--- src/rtl/arbitro_vc.sv ---
// Read-side arbiter for two virtual-channel FIFOs: strict VC0 priority with a VC1 starvation
// guard, routing each popped word to D0 or D1 by its destination bit, two-cycle pop-to-push.
module arbitro_vc #(
    parameter int unsigned DATA_SIZE  = 10,
    parameter int unsigned DEST_BIT   = 8,
    parameter int unsigned STARVE_MAX = 4,
    parameter int unsigned CNT_W      = 5
) (
    input  logic                 clk,
    input  logic                 reset_L,
    input  logic [DATA_SIZE-1:0] data_vc0,
    input  logic [DATA_SIZE-1:0] data_vc1,
    input  logic                 vc0_empty,
    input  logic                 vc1_empty,
    input  logic                 d0_pause,
    input  logic                 d1_pause,
    output logic                 pop_vc0,
    output logic                 pop_vc1,
    output logic                 push_d0,
    output logic                 push_d1,
    output logic [DATA_SIZE-1:0] data_out,
    output logic [CNT_W-1:0]     cnt_d0,
    output logic [CNT_W-1:0]     cnt_d1,
    output logic                 idle
);

    localparam int unsigned SW = $clog2(STARVE_MAX + 1);

    typedef enum logic {StIdle, StActive} state_e;

    state_e               state_q, state_d;
    logic [SW-1:0]        starve_q, starve_d;
    logic                 rd_vld_q, rd_vld_d;
    logic                 rd_src_q, rd_src_d;
    logic                 push_d0_q, push_d0_d;
    logic                 push_d1_q, push_d1_d;
    logic [DATA_SIZE-1:0] data_out_q, data_out_d;
    logic [CNT_W-1:0]     cnt_d0_q, cnt_d0_d;
    logic [CNT_W-1:0]     cnt_d1_q, cnt_d1_d;

    logic                 go;
    logic                 grant0, grant1;
    logic [DATA_SIZE-1:0] rd_word;

    always_comb begin
        go     = !d0_pause && !d1_pause;
        grant0 = 1'b0;
        grant1 = 1'b0;
        if (state_q == StActive) begin
            grant1 = go && !vc1_empty && (vc0_empty || (starve_q == SW'(STARVE_MAX)));
            grant0 = go && !vc0_empty && !grant1;
        end
    end

    always_comb begin
        starve_d = starve_q;
        if (grant1 || vc1_empty) begin
            starve_d = '0;
        end else if (grant0 && (starve_q != SW'(STARVE_MAX))) begin
            starve_d = starve_q + SW'(1);
        end
    end

    // Stage 1 remembers which FIFO was popped; its read data arrives one cycle later.
    always_comb begin
        rd_vld_d   = grant0 || grant1;
        rd_src_d   = grant1;
        rd_word    = rd_src_q ? data_vc1 : data_vc0;
        push_d0_d  = rd_vld_q && !rd_word[DEST_BIT];
        push_d1_d  = rd_vld_q && rd_word[DEST_BIT];
        data_out_d = rd_vld_q ? rd_word : data_out_q;
        cnt_d0_d   = cnt_d0_q + CNT_W'(push_d0_d);
        cnt_d1_d   = cnt_d1_q + CNT_W'(push_d1_d);
    end

    always_comb begin
        state_d = state_q;
        unique case (state_q)
            StIdle: begin
                if (!vc0_empty || !vc1_empty) state_d = StActive;
            end
            StActive: begin
                if (vc0_empty && vc1_empty && !rd_vld_q && !push_d0_q && !push_d1_q) begin
                    state_d = StIdle;
                end
            end
            default: state_d = StIdle;
        endcase
    end

    always_ff @(posedge clk or negedge reset_L) begin
        if (!reset_L) begin
            state_q    <= StIdle;
            starve_q   <= '0;
            rd_vld_q   <= 1'b0;
            rd_src_q   <= 1'b0;
            push_d0_q  <= 1'b0;
            push_d1_q  <= 1'b0;
            data_out_q <= '0;
            cnt_d0_q   <= '0;
            cnt_d1_q   <= '0;
        end else begin
            state_q    <= state_d;
            starve_q   <= starve_d;
            rd_vld_q   <= rd_vld_d;
            rd_src_q   <= rd_src_d;
            push_d0_q  <= push_d0_d;
            push_d1_q  <= push_d1_d;
            data_out_q <= data_out_d;
            cnt_d0_q   <= cnt_d0_d;
            cnt_d1_q   <= cnt_d1_d;
        end
    end

    assign pop_vc0  = grant0;
    assign pop_vc1  = grant1;
    assign push_d0  = push_d0_q;
    assign push_d1  = push_d1_q;
    assign data_out = data_out_q;
    assign cnt_d0   = cnt_d0_q;
    assign cnt_d1   = cnt_d1_q;
    assign idle     = (state_q == StIdle);

endmodule

--- config.mk ---
export PLATFORM = sky130hd
export DESIGN_NAME = arbitro_vc
export DESIGN_NICKNAME = d
export VERILOG_FILES = /design/src/rtl/arbitro_vc.sv
export SDC_FILE = /design/constraint.sdc
export NUM_CORES = 1
export LEC_CHECK = 0
export CAP_MARGIN = 20
export CORE_ASPECT_RATIO = 0.75
export CORE_MARGIN = 1
export CORE_UTILIZATION = 50
export CTS_CLUSTER_DIAMETER = 80
export DETAILED_ROUTE_END_ITERATION = 16
export DONT_BUFFER_PORTS = 1
export GPL_TIMING_DRIVEN = 0
export PLACE_DENSITY_LB_ADDON = 0.3
export SLEW_MARGIN = 0
export SYNTH_ARGS = -nofsm -noshare
export SYNTH_HDL_FRONTEND = slang
export SYNTH_SLANG_ARGS = --single-unit
--- constraint.sdc ---
create_clock -name clk -period 1.5 [get_ports clk]
set_input_delay 0.15 -clock clk [delete_from_list [all_inputs] [get_ports clk]]
set_output_delay 0.15 -clock clk [all_outputs]
set_load 0.01 [all_outputs]
Yosys cells after proc, flatten, opt, wreduce, memory -nomap -nowiden
Index checks and enable logic that the tools add are counted.

Output and inout port bits: 25. Register bits: 28. Word-level logic and storage cells: 49.

Reductions and logical operators: 26. Equality and inequality tests: 2. Mux-type cells: 8. Bitwise operators: 1. Add/sub/neg operators: 3.

Operators by type and width (number): $logic_and 1x1->1 (12); $add 5x1->5 (2); $mux 10 (1); $logic_not 1->1 (9); $mux 3 (2); $logic_or 1x1->1 (4); $mux 1 (4); $add 3x1->3 const B (1); $eq 3x3->1 const B (1); $ne 3x3->1 const B (1); $pmux 1 s2 (1); $reduce_bool 2->1 (1); $not 1->1 (1).

Logic depth before layout (Yosys ltp)
Depth after elaboration: 10. Depth in mapped cells: 7.

Least setup slack after synthesis
Ideal clock, no wire load.

Path kind: register -> register. Start point: register rd_src_q. End point: register cnt_d0_q[4], in the netlist cnt_d0[4]. Buffers on the path: 1. Setup time: 124 ps. Data arrival time: 1485 ps. Path slack: -109 ps. Period minus slack after synthesis: 1609 ps. Cell stages (with the launch flop): 8. Cell sequence: dfrtp_1 buf_2 mux2i_1 and2_1 ha_1 ha_1 nand3_1 xnor2_1.

Cells in the longest elaborated chain, start to end: 4.

Ends and longest elaborated chain: start, declared (line 34) `logic rd_src_q, rd_src_d;`; start signal, assigned (line 106) `rd_src_q <= rd_src_d;`; $mux 10 (line 68) `rd_word = rd_src_q ? data_vc1 : data_vc0;`; $logic_not 1->1 (line 69) `push_d0_d = rd_vld_q && !rd_word[DEST_BIT];`; $logic_and 1x1->1 (line 69); via push_d0_d (line 35) `logic push_d0_q, push_d0_d;`; $add 5x1->5 (line 72) `cnt_d0_d = cnt_d0_q + CNT_W'(push_d0_d);`; via cnt_d0_d[4] (line 38) `logic [CNT_W-1:0] cnt_d0_q, cnt_d0_d;`; end signal, assigned (line 110) `cnt_d0_q <= cnt_d0_d;`; end, declared (line 38).

The timed path passes the listed nets, and every way through them passes these cells. A chain may end at the register's enable or synchronous reset.

Worst setup path after layout
Start point: register starve_q[0]. End point: output port pop_vc1.

Cells in the longest elaborated chain, start to end: 4.

Ends and longest elaborated chain: start, declared (line 32) `logic [SW-1:0] starve_q, starve_d;`; start signal, assigned (line 104) `starve_q <= starve_d;`; $eq 3x3->1 (line 50) `grant1 = go && !vc1_empty && (vc0_empty || (starve_q == SW'(STARVE_MAX)));`; $logic_or 1x1->1 (line 50); $logic_and 1x1->1 (line 50); $mux 1 (line 49) `if (state_q == StActive) begin`; end, declared (line 18) `output logic pop_vc1,`.

No other way between the ends.

==> out/qor.yml <==
finalWirelength_microns: 2940
grt_first_pass_wirelength_microns: 4170
outcome: "finished, violations left"
failed_checks: "setup timing"
async_set_or_reset_flop_fraction_in_the_synthesized_netlist_pct: 100
cts_tree: "done"
final_critical_path_setup_slack_ns: -0.0902
synth.lib_cells_used.distinct: 22
grt_pass1_vias: 923
gpl.final_weighted_congestion: 0.738
post-route-cell-area_sq_um: 1620
finalCritPeriodShare_pct: 106
post-synth-top-count-cell: "sky130_fd_sc_hd__dfrtp_1"
static_leakage_nw: 0.673
cts.path.max_buffers: 2
core_region_area_sq_um: 2290
worstPathMaxFanout: 2
cts-buffers-inserted: 3
yosys_register_bits: 28
post-synth-top-area-cell: "sky130_fd_sc_hd__dfrtp_1"
final_period_minus_worst_setup_slack_ns: 1.59
drv_cap: 0
clock_latency_ns: 0.33
synth.top_cells.by_count: "28 x sky130_fd_sc_hd__dfrtp_1, 13 x sky130_fd_sc_hd__a21oi_1, 12 x sky130_fd_sc_hd__nor2_1"
worstMarginPinSlew_ns: 0.681
vdd_drop_max_uv: 895
syn_area_sq_um: 1210
drc_violations_left: 0
clkSinkCount: 28
synth-main-ff-cell: "sky130_fd_sc_hd__dfrtp_1"
synth_edf_count: 0
antenna_found_initial: 0
timing_worst_setup_path_type: "register to output pin"
clock_pin_slew_on_the_worst_setup_and_hold_paths_ns: 0.15
hold_viol: 0
setup_viol: 3
worst_hold_path_type: "input pin to register"
synth.yosys.warnings: 0
htree_num_levels: 1
final_layout_size_suffix_gt1_share_pct: 31.0
grt_start_max_net_pins: 29
ys_seq_area_share_pct: 57.9
layout.nets: 162
fin_hold_ws_ns: 0.0136
layout.core_utilization_pct: 70.7
grt_setup_unrepaired: "yes"
initial_core_util_pct: 52.9
area.growth.synth_to_final_pct: 33.7
vias: 900
yosysTopAreaCellShare_pct: 57.9
dpl_cell_area_sq_um: 1280
antenna-diode-count: 0
floorplan.die_area_sq_um: 2630
die-width_microns: 58.8
final_max_slew_viol_count: 0
placed_cells: 139
clock-root-buffer: "sky130_fd_sc_hd__clkbuf_4"
timing.critical_path.arrival_ns: 1.44
critical_path.startpoint_type: "register"
fin_cells: 163
syn-instance-count: 105
yosys-top-cells-area: "sky130_fd_sc_hd__dfrtp_1 58%, sky130_fd_sc_hd__mux2i_1 8.3%, sky130_fd_sc_hd__ha_1 6.2%"
port_buffers: 0
io_pins: 51
worst-endpoint-required_ns: 1.35
worst_setup_ep_type: "output pin"
drt_iter0_drc: 17
p_total_mw: 1.84
powerDensity_nw_per_um2: 1140
core.rowCount: 15
max_slew_headroom_pct: 53.4
dp_hpwl_microns: 1650
ant_nets: 0
drt_pre_antenna_iters: 4
globalRouteOverflowTotal: 0
die_height_microns: 44.6
avgViaCountPerCell: 5.52
worst_skew_ns: 0.0119
track_usage_pct: 22.8
detail_route.wl_per_cell_microns: 18.0
fmax_mhz: 629
mappedNetlistNets: 137
avgSynthCellArea_sq_um: 11.5
## critical path: stages, from the launching register on
cell and delay (ns):
sky130_fd_sc_hd__dfrtp_1 0.42, sky130_fd_sc_hd__inv_2 0.09, sky130_fd_sc_hd__ha_4 0.16, sky130_fd_sc_hd__a21oi_4 0.06
sky130_fd_sc_hd__nor4_4 0.17, sky130_fd_sc_hd__and2_4 0.21
## where the power goes
part | switching [mW] | leakage (nW) | internal (mW)
Sequential | 0.272 | 0.340 | 0.919
Combinational | 0.132 | 0.312 | 0.157
Clock | 0.216 | 0.0210 | 0.149
## kinds of logic after synthesis
kind of cell	Yosys count	synth area share, %
compound gates	19	8.88
xor+xnor	6	4.34
fa+ha+maj	6	6.20
buf+inv	8	2.58
flops	28	57.9
mux	10	8.26
simple gates	28	11.9
## per-layer routing
metal  track usage (%)  vias to the layer above  share of wire (%)
li1                  -                      413                  -
met1              22.6                      434                 35
met2              42.7                       41                 53
met3              8.19                       12                6.9
met4              11.0                        0                4.2
met5                 0                        -                  0
## metrics by stage
| step | TNS [ns] | setup slack (ns) |
|---|---|---|
| CTS | -0.417 | -0.190 |
| global placement | -0.486 | -0.204 |
| finish | -0.227 | -0.0902 |
| global route | -0.533 | -0.151 |
| floorplan | 0 | 0.00595 |
| detailed placement | -0.751 | -0.230 |
## final timing paths
| path | to | start | depth (start not counted) | slack, ns |
|---|---|---|---|---|
| setup / recovery | pop_vc1 | starve_q[0]$_DFFE_PN0P_ | 5 | -0.09 |
| max in group asynchronous | data_out[3]$_DFFE_PN0P_ | reset_L | 2 | 1.11 |
| setup reg to reg | cnt_d1[4]$_DFF_PN0_ | rd_src_q$_DFF_PN0_ | 6 | -0.05 |
| hold reg to reg | cnt_d1[4]$_DFF_PN0_ | cnt_d1[4]$_DFF_PN0_ | 1 | 0.55 |
| min in group asynchronous | data_out[1]$_DFFE_PN0P_ | reset_L | 2 | 0.22 |
| hold / removal | starve_q[1]$_DFFE_PN0P_ | d1_pause | 3 | 0.01 |
## what timing repair did
| item | 4_1_cts | 5_1_grt |
|---|---|---|
| gates resized for setup | 25 | 3 |
| pin swaps | 10 | 6 |
| hold buffers | 7 | 0 |
| endpoints found under the hold margin | 34 | 0 |
| buffers inserted | 8 | 6 |
| setup endpoints to repair | 13 | 7 |
## placed cells by master, fill, tap and decap left out, drive strengths merged
| cell type | count |
|---|---|
| nand3 | 7 |
| xnor2 | 4 |
| a2111oi | 1 |
| and2 | 3 |
| o21ai | 2 |
| a21oi | 13 |
| nand2 | 1 |
| clkbuf | 5 |
| o31ai | 2 |
| inv | 5 |
| or3 | 1 |
| nor2 | 12 |
| nor4b | 1 |
| or4b | 1 |
| nor4 | 1 |
| nor2b | 1 |
| buf | 16 |
| xor2 | 2 |
| mux2i | 10 |
| ha | 6 |
| dlygate4sd3 | 6 |
| dfrtp | 28 |
| o41ai | 1 |
## layout make-up
class	instances	area (sq um)
Inverter	5	18.8
Tap cell	34	42.5
Sequential cell	28	702
Buffer	2	11.3
Timing Repair Buffer	21	189
Fill cell	170	671
Multi-Input combinational cell	69	619
Clock buffer	4	36.3
## state kept, by name (all words and copies together) (netlist names)
name      flops
rd_vld_q      1
state_q       1
data_out     10
push_d0       1
cnt_d0        5
rd_src_q      1
starve_q      3
cnt_d1        5
push_d1       1
No activity file was read; power rests on OpenSTA's default activity.
